<file path="src/rtl/canny_stage_sequencer_if.sv">
// Handshake bundle between the frame host, the stage datapaths
// and the canny stage sequencer.
interface canny_stage_sequencer_if #(
    parameter int NUM_STAGES = 6,
    parameter int CNT_W      = 32
);
    logic                  start;
    logic                  abort;
    logic                  clear_error;
    logic [NUM_STAGES-1:0] stage_done;
    logic [NUM_STAGES-1:0] stage_enable;
    logic                  busy;
    logic                  frame_done;
    logic                  error;
    logic [2:0]            error_stage;
    logic [CNT_W-1:0]      frame_cycles;

    modport master (
        output start,
        output abort,
        output clear_error,
        output stage_done,
        input  stage_enable,
        input  busy,
        input  frame_done,
        input  error,
        input  error_stage,
        input  frame_cycles
    );

    modport slave (
        input  start,
        input  abort,
        input  clear_error,
        input  stage_done,
        output stage_enable,
        output busy,
        output frame_done,
        output error,
        output error_stage,
        output frame_cycles
    );
endinterface

</file>
<file path="src/rtl/canny_stage_sequencer.sv">
// Frame controller: runs the edge-detection stages one at a time with
// a per-stage watchdog, abort, error capture and frame cycle count.
module canny_stage_sequencer #(
    parameter int NUM_STAGES     = 6,
    parameter int TIMEOUT_CYCLES = 65536,
    parameter int CNT_W          = 32
) (
    input  logic                  clk,
    input  logic                  reset_n,
    canny_stage_sequencer_if.slave bus
);

    localparam int WD_W = (TIMEOUT_CYCLES > 1) ? $clog2(TIMEOUT_CYCLES) : 1;
    localparam logic [WD_W-1:0] WD_MAX =
        WD_W'((TIMEOUT_CYCLES > 0) ? TIMEOUT_CYCLES - 1 : 0);
    localparam bit WD_ON = (TIMEOUT_CYCLES != 0);
    localparam logic [2:0] LAST_IDX = 3'(NUM_STAGES - 1);
    localparam logic [NUM_STAGES-1:0] EN_ONE = NUM_STAGES'(1);

    typedef enum logic [2:0] {
        S_IDLE,
        S_RUN,
        S_GAP,
        S_DONE,
        S_ERROR
    } state_e;

    state_e                state_q, state_d;
    logic [2:0]            idx_q, idx_d;
    logic [WD_W-1:0]       wd_q, wd_d;
    logic [CNT_W-1:0]      cnt_q, cnt_d;
    logic [CNT_W-1:0]      fcyc_q, fcyc_d;
    logic [2:0]            esg_q, esg_d;
    logic [NUM_STAGES-1:0] en_q, en_d;
    logic                  busy_q, busy_d;
    logic                  fdone_q, fdone_d;
    logic                  err_q, err_d;

    logic done_act;
    logic wd_expired;
    logic cnt_sat;
    logic in_frame;

    // en_q is one-hot on the active stage only in RUN, so it masks done
    assign done_act   = |(bus.stage_done & en_q);
    assign wd_expired = WD_ON && (wd_q == WD_MAX);
    assign cnt_sat    = &cnt_q;
    assign in_frame   = (state_q == S_RUN) || (state_q == S_GAP);

    always_comb begin
        state_d = state_q;
        idx_d   = idx_q;
        wd_d    = wd_q;
        cnt_d   = cnt_q;
        fcyc_d  = fcyc_q;
        esg_d   = esg_q;

        if (in_frame && !cnt_sat) begin
            cnt_d = cnt_q + CNT_W'(1);
        end

        unique case (state_q)
            S_IDLE: begin
                if (bus.start) begin
                    state_d = S_RUN;
                    idx_d   = '0;
                    wd_d    = '0;
                    cnt_d   = '0;
                    esg_d   = '0;
                end
            end
            S_RUN: begin
                if (done_act) begin
                    state_d = (idx_q == LAST_IDX) ? S_DONE : S_GAP;
                end else if (wd_expired) begin
                    state_d = S_ERROR;
                    esg_d   = idx_q;
                end else begin
                    wd_d = wd_q + WD_W'(1);
                end
            end
            S_GAP: begin
                state_d = S_RUN;
                idx_d   = idx_q + 3'd1;
                wd_d    = '0;
            end
            S_DONE: begin
                state_d = S_IDLE;
                fcyc_d  = cnt_sat ? cnt_q : cnt_q + CNT_W'(1);
            end
            S_ERROR: begin
                if (bus.clear_error) begin
                    state_d = S_IDLE;
                end
            end
            default: begin
                state_d = S_IDLE;
            end
        endcase

        // abort overrides everything and leaves the captured results alone
        if (bus.abort) begin
            state_d = S_IDLE;
            idx_d   = '0;
            wd_d    = wd_q;
            cnt_d   = cnt_q;
            fcyc_d  = fcyc_q;
            esg_d   = esg_q;
        end

        en_d    = (state_d == S_RUN) ? (EN_ONE << idx_d) : '0;
        busy_d  = (state_d == S_RUN) || (state_d == S_GAP) ||
                  (state_d == S_DONE);
        fdone_d = (state_d == S_DONE);
        err_d   = (state_d == S_ERROR);
    end

    always_ff @(posedge clk or negedge reset_n) begin
        if (!reset_n) begin
            state_q <= S_IDLE;
            idx_q   <= '0;
            wd_q    <= '0;
            cnt_q   <= '0;
            fcyc_q  <= '0;
            esg_q   <= '0;
            en_q    <= '0;
            busy_q  <= 1'b0;
            fdone_q <= 1'b0;
            err_q   <= 1'b0;
        end else begin
            state_q <= state_d;
            idx_q   <= idx_d;
            wd_q    <= wd_d;
            cnt_q   <= cnt_d;
            fcyc_q  <= fcyc_d;
            esg_q   <= esg_d;
            en_q    <= en_d;
            busy_q  <= busy_d;
            fdone_q <= fdone_d;
            err_q   <= err_d;
        end
    end

    assign bus.stage_enable = en_q;
    assign bus.busy         = busy_q;
    assign bus.frame_done   = fdone_q;
    assign bus.error        = err_q;
    assign bus.error_stage  = esg_q;
    assign bus.frame_cycles = fcyc_q;

endmodule

</file>
<file path="src/flat_wrapper.sv">
// flat-port wrapper written by rule: the top's interface ports become plain ports
module canny_stage_sequencer_flat 
#(
    parameter int NUM_STAGES     = 6,
    parameter int TIMEOUT_CYCLES = 65536,
    parameter int CNT_W          = 32
)
  (clk, reset_n, bus_start, bus_abort, bus_clear_error, bus_stage_done, bus_stage_enable, bus_busy, bus_frame_done, bus_error, bus_error_stage, bus_frame_cycles);
  canny_stage_sequencer_if #(.NUM_STAGES(NUM_STAGES), .CNT_W(CNT_W)) bus_i ();
  input  logic clk;
  input  logic reset_n;
  input wire logic [$bits(bus_i.start)-1:0] bus_start;
  input wire logic [$bits(bus_i.abort)-1:0] bus_abort;
  input wire logic [$bits(bus_i.clear_error)-1:0] bus_clear_error;
  input wire logic [$bits(bus_i.stage_done)-1:0] bus_stage_done;
  output wire logic [$bits(bus_i.stage_enable)-1:0] bus_stage_enable;
  output wire logic [$bits(bus_i.busy)-1:0] bus_busy;
  output wire logic [$bits(bus_i.frame_done)-1:0] bus_frame_done;
  output wire logic [$bits(bus_i.error)-1:0] bus_error;
  output wire logic [$bits(bus_i.error_stage)-1:0] bus_error_stage;
  output wire logic [$bits(bus_i.frame_cycles)-1:0] bus_frame_cycles;
  assign bus_i.start = bus_start;
  assign bus_i.abort = bus_abort;
  assign bus_i.clear_error = bus_clear_error;
  assign bus_i.stage_done = bus_stage_done;
  assign bus_stage_enable = bus_i.stage_enable;
  assign bus_busy = bus_i.busy;
  assign bus_frame_done = bus_i.frame_done;
  assign bus_error = bus_i.error;
  assign bus_error_stage = bus_i.error_stage;
  assign bus_frame_cycles = bus_i.frame_cycles;
  canny_stage_sequencer #(.NUM_STAGES(NUM_STAGES), .TIMEOUT_CYCLES(TIMEOUT_CYCLES), .CNT_W(CNT_W)) u_core (.clk(clk), .reset_n(reset_n), .bus(bus_i));
endmodule
</file>
<file path="config.mk">
export PLATFORM = sky130hd
export DESIGN_NAME = canny_stage_sequencer_flat
export DESIGN_NICKNAME = d
export VERILOG_FILES = /design/src/rtl/canny_stage_sequencer_if.sv /design/src/rtl/canny_stage_sequencer.sv /design/src/flat_wrapper.sv
export SDC_FILE = /design/constraint.sdc
export NUM_CORES = 1
export LEC_CHECK = 0
export CAP_MARGIN = 20
export CORE_MARGIN = 2
export CORE_UTILIZATION = 35
export CTS_CLUSTER_DIAMETER = 80
export DETAILED_ROUTE_END_ITERATION = 16
export PLACE_DENSITY = 0.65
export SYNTH_ARGS = -nofsm -noshare
export SYNTH_HDL_FRONTEND = slang
export SYNTH_SLANG_ARGS = --single-unit
</file>
<file path="constraint.sdc">
create_clock -name clk -period 2 [get_ports clk]
set_input_delay 0.5 -clock clk [delete_from_list [all_inputs] [get_ports clk]]
set_output_delay 0.5 -clock clk [all_outputs]
set_load 0.02 [all_outputs]
</file>
# [After elaboration in Yosys (flattened, before gate mapping)]
# Index checks and enable logic that the tools add are counted.
# W data, S select, Z words.
[word_totals] latchBits=0 ramBits=0 regBits=98 mem_bits_ro=0 n_memories=0 word_cells=66
[op_classes] n_eq_ne=14 multipliers=0 n_lt_le_gt_ge=0 n_shift=1 n_mux=23 addsub=3 div=0 n_reduce_logical=13 bitwise_logic=2
[ops] op="$mux W32" n=4
[ops] op="$mux W16" n=3
[ops] op="$pmux W16 S3" n=1
[ops] op="$add A32 B1 Y32 const B" n=1
[ops] op="$reduce_and A32 Y1" n=1
[ops] op="$mux W3" n=10
[ops] op="$add A16 B1 Y16 const B" n=1
[ops] op="$eq A16 B16 Y1 const B" n=1
[ops] op="$eq A3 B2 Y1 const B" n=4
[ops] op="$pmux W3 S2" n=2
[ops] op="$pmux W3 S4" n=1
[ops] op="$reduce_and A5 Y1" n=2
[ops] op="$eq A3 B3 Y1 const B" n=3
[ops] op="$and A6 B6 Y6" n=1
[ops] op="$eq A3 B1 Y1 const B" n=2
[ops] op="$mux W6" n=1
[ops] op="$ne A2 B2 Y1 const B" n=3
[ops] op="$reduce_or A6 Y1" n=1
[ops] op="$shl A1 B3 Y6 const A" n=1
[ops] op="$add A3 B1 Y3 const B" n=1
[ops] op="$logic_not A3 Y1" n=1
[ops] op="$logic_or A1 B1 Y1" n=3
[ops] op="$reduce_bool A3 Y1" n=1
[ops] op="$ne A2 B1 Y1 const B" n=1
[ops] op="6 further kinds" n=6

# [Logic depth before layout (Yosys ltp)]
# Gate-level depths: netlist of the first run.
[depth] ltp_word=8 ltp_mapped=9

# [Worst setup path before layout of the first run]
# Ideal clock, no wire load.
[synth_path] path_type="flip-flop to flip-flop" start="register u_core.cnt_q[0]" end="register u_core.cnt_q[30]" stages_incl_launch_ff=7 path_slack_ns=-0.107 path_buffers=0 synth_period_minus_slack_ns=2.107 arrival_time_ns=1.983 cell_sequence="dfrtp_1 > ha_1 > and4_1 > nand3_1 > or4_1 > and4_1 > a211o_1"
[synth_between] elab_chain_len=6 elab_cells_between_ends=7 classes_between="1 x add/sub; 3 x mux; 3 x reduce/logical"
[synth_rtl] item="from (decl)" line_no="canny_stage_sequencer.sv:31" source="logic [CNT_W-1:0] cnt_q, cnt_d;"
[synth_rtl] item="from (signal assigned)" line_no="canny_stage_sequencer.sv:134" source="cnt_q <= cnt_d;"
[synth_rtl] item="branches (longest 3 deep; another with $add A32 B1 Y32)"
[synth_rtl] item="$mux W32 (*)" line_no="canny_stage_sequencer.sv:58" source="if (in_frame && !cnt_sat) begin"
[synth_rtl] item="$mux W32" line_no="canny_stage_sequencer.sv:64" source="if (bus.start) begin"
[synth_rtl] item="$mux W32 (*)" line_no="canny_stage_sequencer.sv:62" source="unique case (state_q)"
# Mark *: on every way between the ends.
# A chain may end at the register's enable or synchronous reset.

# [Worst setup path in the final report of the first run]
[layout_path] start="register u_core.state_q[1]" end="register u_core.en_q[3] (netlist: u_core.bus.stage_enable[3])"
[layout_between] elab_chain_len=6 elab_cells_between_ends=15 classes_between="4 x eq/ne; 1 x shift; 9 x mux; 1 x reduce/logical"
[layout_rtl] item="from (decl)" line_no="canny_stage_sequencer.sv:28" source="state_e state_q, state_d;"
[layout_rtl] item="from (signal assigned)" line_no="canny_stage_sequencer.sv:131" source="state_q <= state_d;"
[layout_rtl] item="$mux W3" line_no="canny_stage_sequencer.sv:75" source="end else if (wd_expired) begin"
[layout_rtl] item="$mux W3" line_no="canny_stage_sequencer.sv:73" source="if (done_act) begin"
[layout_rtl] item="$pmux W3 S4" line_no="canny_stage_sequencer.sv:62"
[layout_rtl] item="$mux W3" line_no="canny_stage_sequencer.sv:102" source="if (bus.abort) begin"
[layout_rtl] item="$eq A3 B1 Y1" line_no="canny_stage_sequencer.sv:111" source="en_d = (state_d == S_RUN) ? (EN_ONE << idx_d) : '0;"
[layout_rtl] item="$mux W6 (*)" line_no="canny_stage_sequencer.sv:111"
[layout_rtl] item="named net u_core.en_d[3]" line_no="canny_stage_sequencer.sv:34" source="logic [NUM_STAGES-1:0] en_q, en_d;"
[layout_rtl] item="to (signal assigned)" line_no="canny_stage_sequencer.sv:137" source="en_q <= en_d;"
[layout_rtl] item="to (decl)" line_no="canny_stage_sequencer.sv:34"
# Mark *: on every way through the listed nets, which the timed path passes. The rest lies on a longest branch.

==> qor.yml, run 1 <==
ys.flop_type: "dfrtp_1"
synth.yosys.seq_area_share_pct: 47.9
regToRegEndpoint: "u_core.bus.stage_enable[3]"
core_area_mm2: 0.0144
clk_pin_slew_worst_paths_ns: 0.07
crit_chain: "buf_6 > nor3b_4 > nand4_1 > o221a_4 > or4_4 > nor3_2"
grt_usage_pct: 19.2
wl_mm: 16.1
pwr-share-comb_pct: 21.8
p_leak_nw: 3.32
met1_usage_pct: 25.2
mostFrequentLayoutCells: "buf_4, dfrtp_1, clkdlybuf4s50_1"
antenna_found_initial: 0
drive_gt1_share_pct: 33.0
drt-wirelength-per-cell_um: 17.7
dp_hpwl_mm: 10.8
grt_pass1_vias: 4973
drt-pass1-iter-count: 6
worstSetupEndpoint: "u_core.bus.stage_enable[3]"
yosysTopAreaCell: "dfrtp_1"
holdWs_ns: 0.0679
syn_to_final_growth_pct: 50.9
relSlewSlack_pct: 72.0
async_reset_ff_share_pct: 100
p_int_mw: 3.65
port_buffers: 54
rsz0062_at_grt: "true"
slew_viol_final: 0
numCtsBuffers: 9
violations: "setup timing"
numPlacedInstances: 874
netlist_instances: 541
startpoint: "u_core.state_q[1]"
vias: 5114
synthDistinctLibCells: 53
grt_max_degree: 47
vias_per_cell: 5.63
crit_type: "reg2reg"
clock-sinks: 98
die_width_um: 125
layout.nets: 736
ys_seq_elements: 98
path_depth: 6
fin_skew_ns: 0.00889
max_stage_delay_ns: 0.57
use_met3_pct: 4.62
clkPwrFrac_pct: 34.7
cts_hold_buf: 0
synth_top_area_share_pct: 47.9
cp_num_buf_inv: 1
hold_violations: 0
cts_tree: "done"
initial_core_util_pct: 35.5
power_density_mw_per_mm2: 659
ios: 55
busiest_layer: "met2"
dieHeight_um: 125
endpoint_kind: "register"
maxCapViolCount: 0
yosysWarnings: 0
cts_max_level: 3
syn-cell-area_mm2: 0.00512
synthTopCellsByArea: "dfrtp_1, nand3_1, nor2_1"
root_buffer: "clkbuf_16"
ant_nets: 0
met2_usage_pct: 30.8
worstMarginPinSlew_ns: 0.416
p_sw_mw: 1.45
netSwitchingFraction_pct: 28.4
ir_drop_uv: 388
timing.final.ws_setup_ns: -0.198
grt-ovfl-total: 0
hold_path_class: "in2async"
rows: 44
synth_edf_count: 0
drtIter0Drc: 365
r2r-start: "u_core.state_q[1]"
layout_commonest_cell: "buf_4"
crit_fanout: 6
drc: 0
fmax_ghz: 0.455
cp-start-kind: "register"
min_period_over_period_pct: 110
slowest_stage: "or4_4"
seqPwrFrac_pct: 43.5
crit_arrival_ns: 2.47
antennaDiodeCount: 0
worstRegToRegCells: 6
syn_avg_cell_area_um2: 9.47
total_power_mw: 5.09
synth_nets: 556
die-area_mm2: 0.0156
outcome: "finished with violations"
clkLatencyLatePin_ns: 0.35
setup_violations: 18
clock_path_buffers: 2
finalWeightedCongestion: 0.904
final_cells: 909
required_ns: 2.27
reg2reg_slack_ns: -0.20
grt_pass1_wl_mm: 24.6
period_needed_ns: 2.20
cpLargestDelayFamily: "simple AND/OR/NAND/NOR gates"
-- how the worst min path moves through the flow --
stage,cells past startpoint,end,start
after global routing,1,u_core.wd_q[8],reset_n
after CTS,1,u_core.wd_q[1],reset_n
after floorplan,0,u_core.bus.busy,reset_n
after global placement,1,u_core.wd_q[0],reset_n
final,1,u_core.wd_q[3],reset_n
after detailed placement,1,u_core.wd_q[1],reset_n
-- kinds of logic after synthesis --
family                     synth area share, %
and+or+nand+nor                           23.9
muxes                                     3.74
xor gates and xnor gates                  5.13
buffers and inverters                     3.17
AOI/OAI and AO/OA                         15.1
adders and majority gates                 1.17
DFF                                       47.9
-- per-stage QoR --
stage	TNS (ns)	instance area [um^2]	util, %	setup WS [ns]
global placement	-16.30	6750	46.8	-0.379
floorplan	0	5160	-	0.00659
global route	-3.51	7730	53.6	-0.263
finish	-1.36	7730	53.6	-0.198
detailed placement	-19.48	6750	46.8	-0.485
CTS	-0.102	7130	49.5	-0.0397
-- synthesized netlist by cell type, types with 9 or more instances --
cell      instances
nand2_1          52
mux2i_1          18
o21ai_0          13
xor2_1           14
nor2_1           53
inv_1            13
dfrtp_1          98
nand4_1          14
nor4_1            9
and3_1           15
xnor2_1          16
o31ai_1          26
buf_2            10
a31oi_1           9
clkbuf_1         15
nor3_1           20
nand3_1          41
a21oi_1          34
-- what timing repair did --
| item | 4_1_cts | 5_1_grt |
|---|---|---|
| pin swaps | 5 | 23 |
| gates resized for setup | 15 | 103 |
| gates cloned | 0 | 1 |
| endpoints found under the setup margin | 28 | 55 |
| buffers inserted | 3 | 16 |
| hold endpoints to repair | 0 | 0 |
-- flip-flops by register name, indices dropped and copies added, names as in the netlist, 3 cells and up --
name	flops
u_core.cnt_q	32
u_core.bus.error_stage	3
u_core.idx_q	3
u_core.bus.stage_enable	6
u_core.wd_q	16
u_core.bus.frame_cycles	32
u_core.state_q	3
-- worst reg2reg max path, delay by kind of cell, from the launching register on --
family / cells / cell delay (ns)
AO/OA/AOI/OAI: 1 / 0.30
buffers and inverters: 1 / 0.14
AND/OR/NAND/NOR: 4 / 1.28
flip-flops: 1 / 0.39
-- layout make-up --
type                       count  area, um^2
clock buffer                  11         243
clock inverter                 4        51.3
sequential                    98        2460
inverter                      13        48.8
timing repair buffer         195        1690
multi-input combinational    404        3000
tap                          184         230
fill                        1243        6690
-- power by group through the flow --
stage	combinational [mW]	sequential (mW)	clock [mW]
2_1_floorplan	0.305	2.39	0
3_3_place_gp	0.955	2.24	0
3_5_place_dp	0.974	2.25	0
4_1_cts	0.997	2.22	1.79
5_1_grt	1.20	2.24	1.87
6_report	1.11	2.22	1.77
-- per-layer routing --
| metal | share of wire, % | routed length [um] | vias up |
|---|---|---|---|
| li1 | - | - | 2347 |
| met1 | 43 | 6970 | 2554 |
| met2 | 49 | 7830 | 170 |
| met3 | 5.0 | 798 | 43 |
| met4 | 3.3 | 527 | 0 |
| met5 | 0 | 0 | - |
No activity file was read; power rests on OpenSTA's default activity.
==> run 2: changes to the inputs <==
CORE_MARGIN = 10   (was 2)
CORE_UTILIZATION = 40   (was 35)
PLACE_DENSITY = 0.71   (was 0.65)
==> run 2 against run 1 <==
Compared with the run above: design area shrank 1.3%; clock skew fell by 0.0032 ns; register-to-register slack gained 0.16 ns; clock-buffer cell count down 1; critical path type unchanged; combinational power shrank 5%; critical endpoint is now u_core.bus.error_stage[2]; global-route usage is 2.1 points lower; largest power group unchanged; the flow still finishes with violations (setup timing); sequential cell count stayed put.
==> qor.yml, run 2 (synthesis gave the netlist of run 1 again) <==
grt_usage_pct: 17.1  # -2.1 points
fmax_ghz: 0.491  # +7.8%
setup_violations: 2  # -16
maxCapViolCount: 0  # unchanged
pwr-share-comb_pct: 20.4  # -1.4 points
cp-start-kind: "register"
crit_arrival_ns: 2.28  # -0.19 ns
clk_pin_slew_worst_paths_ns: 0.06  # about the same
vias_per_cell: 5.65  # +0.35%
drtIter0Drc: 503  # +38%
initial_core_util_pct: 40.8  # +5.2 points
endpoint_kind: "register"
drive_gt1_share_pct: 33.2  # +0.28 points
fin_skew_ns: 0.00572  # -0.00317 ns
crit_fanout: 3  # -3
grt_pass1_wl_mm: 25.2  # +2.6%
period_needed_ns: 2.04  # -0.159 ns
finalWeightedCongestion: 0.989  # +9.4%
reg2reg_slack_ns: -0.04  # +0.16 ns
cts_tree: "done"
layout.nets: 733  # -0.41%
grt_max_degree: 59  # +26%
cts_hold_buf: 0  # unchanged
min_period_over_period_pct: 102  # -8.0 points
relSlewSlack_pct: 69.7  # -2.3 points
clkLatencyLatePin_ns: 0.36  # about the same
drt-pass1-iter-count: 5  # -1
ir_drop_uv: 316  # -19%
regToRegEndpoint: "u_core.bus.error_stage[2]"
outcome: "finished with violations"
netSwitchingFraction_pct: 27.5  # -0.86 points
antennaDiodeCount: 0  # unchanged
clock_path_buffers: 2  # unchanged
required_ns: 2.24  # -0.03 ns
die_width_um: 133  # +6.5%
grt-ovfl-total: 0  # unchanged
worstMarginPinSlew_ns: 0.450  # +0.0345 ns
stdcell_area_mm2: 0.00763  # -1.3%
wl_mm: 16.3  # +0.89%
startpoint: "u_core.wd_q[0]"
root_buffer: "clkbuf_16"
violations: "setup timing"
numCtsBuffers: 9  # unchanged
dieHeight_um: 133  # +6.5%
port_buffers: 54  # unchanged
clock-sinks: 98  # unchanged
hold_path_class: "in2async"
drt-wirelength-per-cell_um: 18.2  # +2.6%
core_area_mm2: 0.0126  # -13%
hold_violations: 0  # unchanged
layout_commonest_cell: "buf_4"
p_sw_mw: 1.42  # -1.8%
worstSetupEndpoint: "u_core.bus.error_stage[2]"
drc: 0  # unchanged
antenna_found_initial: 0  # unchanged
vias: 5047  # -1.3%
ios: 55  # unchanged
power_density_mw_per_mm2: 676  # +2.6%
slew_viol_final: 0  # unchanged
cts_max_level: 3  # unchanged
die-area_mm2: 0.0177  # +14%
ant_nets: 0  # unchanged
mostFrequentLayoutCells: "buf_4, dfrtp_1, nor2_1"
dp_hpwl_mm: 11.1  # +3.0%
crit_type: "reg2reg"
rsz0062_at_grt: "true"
fin_util_pct: 60.7  # +7.1 points
clkPwrFrac_pct: 36.7  # +2.0 points
worstRegToRegCells: 6  # unchanged
fin_setup_tns_ns: -0.0439  # +1.31 ns
timing.final.ws_setup_ns: -0.0386  # +0.159 ns
r2r-start: "u_core.wd_q[0]"
place_area_mm2: 0.00672  # -0.48%
syn_to_final_growth_pct: 48.9
p_int_mw: 3.74  # +2.5%
rows: 41  # -6.8%
pre_cts_ws_ns: -0.456  # +0.0290 ns
grt_pass1_vias: 5047  # +1.5%
p_leak_nw: 3.41  # +2.7%
seqPwrFrac_pct: 42.9  # -0.6 points
-- run 2: worst min path at each step --
stage               slack [ns]  depth (start not counted)                         from                          end
floorplan                 0.20                          0                      reset_n              u_core.bus.busy
global placement          0.46                          2  u_core.bus.frame_cycles[24]  u_core.bus.frame_cycles[24]
detailed placement        0.46                          2  u_core.bus.frame_cycles[24]  u_core.bus.frame_cycles[24]
CTS                       0.12                          2                      reset_n   u_core.bus.frame_cycles[7]
global route              0.12                          2                      reset_n   u_core.bus.frame_cycles[6]
finish                    0.11                          2                      reset_n   u_core.bus.frame_cycles[6]
-- run 2: routing by layer --
metal / routed length, um / GRT usage [%]
met5: 0 / 0
met4: 412 / 7.07
met3: 1160 / 4.21
met2: 7980 / 27.9
met1: 6710 / 21.2
-- run 2: per-stage QoR --
stage	hold WS [ns]	std cells	power, mW
finish	0.115	894	5.16
global route	0.124	894	5.39
floorplan	0.204	541	2.69
global placement	0.456	858	3.19
detailed placement	0.455	858	3.22
CTS	0.123	874	5.11
-- run 2: area by class of cell --
type                    count  area [um^2]
flip-flops and latches     98         2460
fillers                   999         4940
clock buffers              10          239
inverters                  13         48.8
well taps                 172          215
clock inverters             5         78.8
repair buffers            192         1690
multi-input cells         404         2900
-- run 2: power by group through the flow --
stage,clock [mW],sequential (mW),combinational (mW)
after floorplan,0,2.39,0.305
after global placement,0,2.24,0.946
after detailed placement,0,2.25,0.968
after CTS,1.93,2.21,0.976
after global routing,2.01,2.23,1.14
final,1.89,2.21,1.05
-- run 2: critical path: stages, from the launching register on --
cell	delay, ns
dfrtp_1	0.37
ha_2	0.19
nand4_1	0.17
nor4_4	0.32
nand3_2	0.12
a2111o_1	0.45
mux2_2	0.30
-- run 2: timing repair --
action / 4_1_cts / 5_1_grt
buffers inserted: 1 / 19
gates resized for setup: 13 / 96
endpoints found under the setup margin: 26 / 64
cloned: 0 / 1
pin swaps: 5 / 23
==> run 3: changes to the inputs <==
SKIP_LAST_GASP = 1   (was unset)
==> run 3 against run 2 <==
Compared with the run above: clock-buffer cell count is the same; the run still ends with setup timing left; routed wire length shrank 0.49%; critical path type unchanged; largest cell class unchanged; die area did not move; sequential power about the same; highest routed layer unchanged; setup slack worse by 0.026 ns; hold slack better by 0.0017 ns; critical path depth is the same.
==> qor.yml, run 3 (synthesis gave the netlist of run 1 again) <==
regToRegEndpoint: "u_core.bus.error_stage[2]"
fin_skew_ns: 0.00612  # +0.000399 ns
dp_hpwl_mm: 11.1  # unchanged
grt_usage_pct: 17.1  # unchanged
grt_max_degree: 59  # unchanged
initial_core_util_pct: 40.8  # unchanged
cts_tree: "done"
period_needed_ns: 2.06  # +0.0257 ns
hold_path_class: "in2async"
grt_pass1_wl_mm: 25.2  # unchanged
ir_drop_uv: 313  # -1.0%
die_width_um: 133  # unchanged
drtIter0Drc: 443  # -12%
vias_per_cell: 5.69  # +0.79%
fin_setup_tns_ns: -0.163  # -0.119 ns
r2r-start: "u_core.wd_q[0]"
numPlacedInstances: 858  # unchanged
rows: 41  # unchanged
drt-wirelength-per-cell_um: 18.1  # -0.49%
clock_path_buffers: 2  # unchanged
layout.nets: 733  # unchanged
dieHeight_um: 133  # unchanged
ios: 55  # unchanged
die-area_mm2: 0.0177  # unchanged
worstMarginPinSlew_ns: 0.448  # -0.00197 ns
hold_violations: 0  # unchanged
crit_fanout: 3  # unchanged
finalWeightedCongestion: 0.989  # unchanged
final_cells: 894  # unchanged
drc: 0  # unchanged
worstRegToRegCells: 6  # unchanged
grt-ovfl-total: 0  # unchanged
mostFrequentLayoutCells: "buf_4, dfrtp_1, nor2_1"
p_leak_nw: 3.40  # -0.12%
pre_cts_ws_ns: -0.456  # unchanged
rsz0062_at_grt: "true"
fmax_ghz: 0.484  # -1.2%
total_power_mw: 5.15  # -0.17%
port_buffers: 54  # unchanged
crit_type: "reg2reg"
place_area_mm2: 0.00672  # unchanged
outcome: "finished with violations"
min_period_over_period_pct: 103  # +1.3 points
holdWs_ns: 0.116  # +0.00173 ns
endpoint_kind: "register"
timing.final.ws_setup_ns: -0.0642  # -0.0257 ns
antenna_found_initial: 0  # unchanged
drt-pass1-iter-count: 5  # unchanged
maxCapViolCount: 0  # unchanged
cp-start-kind: "register"
crit_arrival_ns: 2.30  # +0.02 ns
relSlewSlack_pct: 69.9  # +0.13 points
clk_pin_slew_worst_paths_ns: 0.06  # about the same
numCtsBuffers: 9  # unchanged
root_buffer: "clkbuf_16"
antennaDiodeCount: 0  # unchanged
core_area_mm2: 0.0126  # unchanged
stdcell_area_mm2: 0.00761  # -0.28%
grt_pass1_vias: 5047  # unchanged
cts_hold_buf: 0  # unchanged
power_density_mw_per_mm2: 676  # +0.11%
cts_max_level: 3  # unchanged
fin_util_pct: 60.6  # -0.17 points
setup_violations: 6  # +4
wl_mm: 16.2  # -0.49%
drive_gt1_share_pct: 32.8  # -0.42 points
slew_viol_final: 0  # unchanged
clock-sinks: 98  # unchanged
layout_commonest_cell: "buf_4"
clkLatencyLatePin_ns: 0.36  # about the same
syn_to_final_growth_pct: 48.5
ant_nets: 0  # unchanged
required_ns: 2.24  # about the same
reg2reg_slack_ns: -0.06  # -0.03 ns
vias: 5087  # +0.79%
violations: "setup timing"
## run 3: cell counts in the layout (fill, tap and decap cells not counted)
Identical to the previous run, type by type.
## run 3: power breakdown
part | switching (mW) | total [mW] | internal (mW)
clock | 0.770 | 1.89 | 1.12
sequential | 0.0874 | 2.21 | 2.12
combinational | 0.555 | 1.05 | 0.491
## run 3: how the worst max path moves through the flow
stage	slack, ns	depth (start not counted)	startpoint	endpoint
2_1_floorplan	0.007	6	u_core.cnt_q[0]	u_core.cnt_q[30]
3_3_place_gp	-0.40	7	bus_stage_done[2]	u_core.wd_q[3]
3_5_place_dp	-0.46	7	bus_stage_done[2]	u_core.wd_q[10]
4_1_cts	-0.04	6	u_core.cnt_q[1]	u_core.cnt_q[28]
5_1_grt	-0.10	6	u_core.wd_q[0]	u_core.bus.error_stage[2]
6_report	-0.06	6	u_core.wd_q[0]	u_core.bus.error_stage[2]
## run 3: area by class of cell
class | instances | area, um^2
well taps | 172 | 215
clock buffers | 10 | 239
flip-flops and latches | 98 | 2460
fillers | 1006 | 4960
repair buffers | 192 | 1690
multi-input cells | 404 | 2880
clock inverters | 5 | 78.8
inverters | 13 | 48.8
## run 3: metal layers
| metal | GRT usage, % | part of all wire [%] | vias to the layer above |
|---|---|---|---|
| met3 | 4.21 | 7.3 | 38 |
| met5 | 0 | 0 | - |
| met2 | 27.9 | 49 | 218 |
| li1 | - | - | 2337 |
| met1 | 21.2 | 41 | 2494 |
| met4 | 7.07 | 2.8 | 0 |
## run 3: repair_timing
| action | 4_1_cts | 5_1_grt |
|---|---|---|
| gates cloned | 0 | 1 |
| gates resized for setup | 13 | 92 |
| pin swaps | 5 | 22 |
| setup buffers | 1 | 19 |
| endpoints found under the setup margin | 26 | 64 |
## run 3: critical path, stage by stage, from the launching register on
cell and delay (ns):
dfrtp_1 0.37, ha_2 0.19, nand4_1 0.17, nor4_4 0.32, nand3_2 0.13, a2111o_1 0.46, mux2_2 0.31
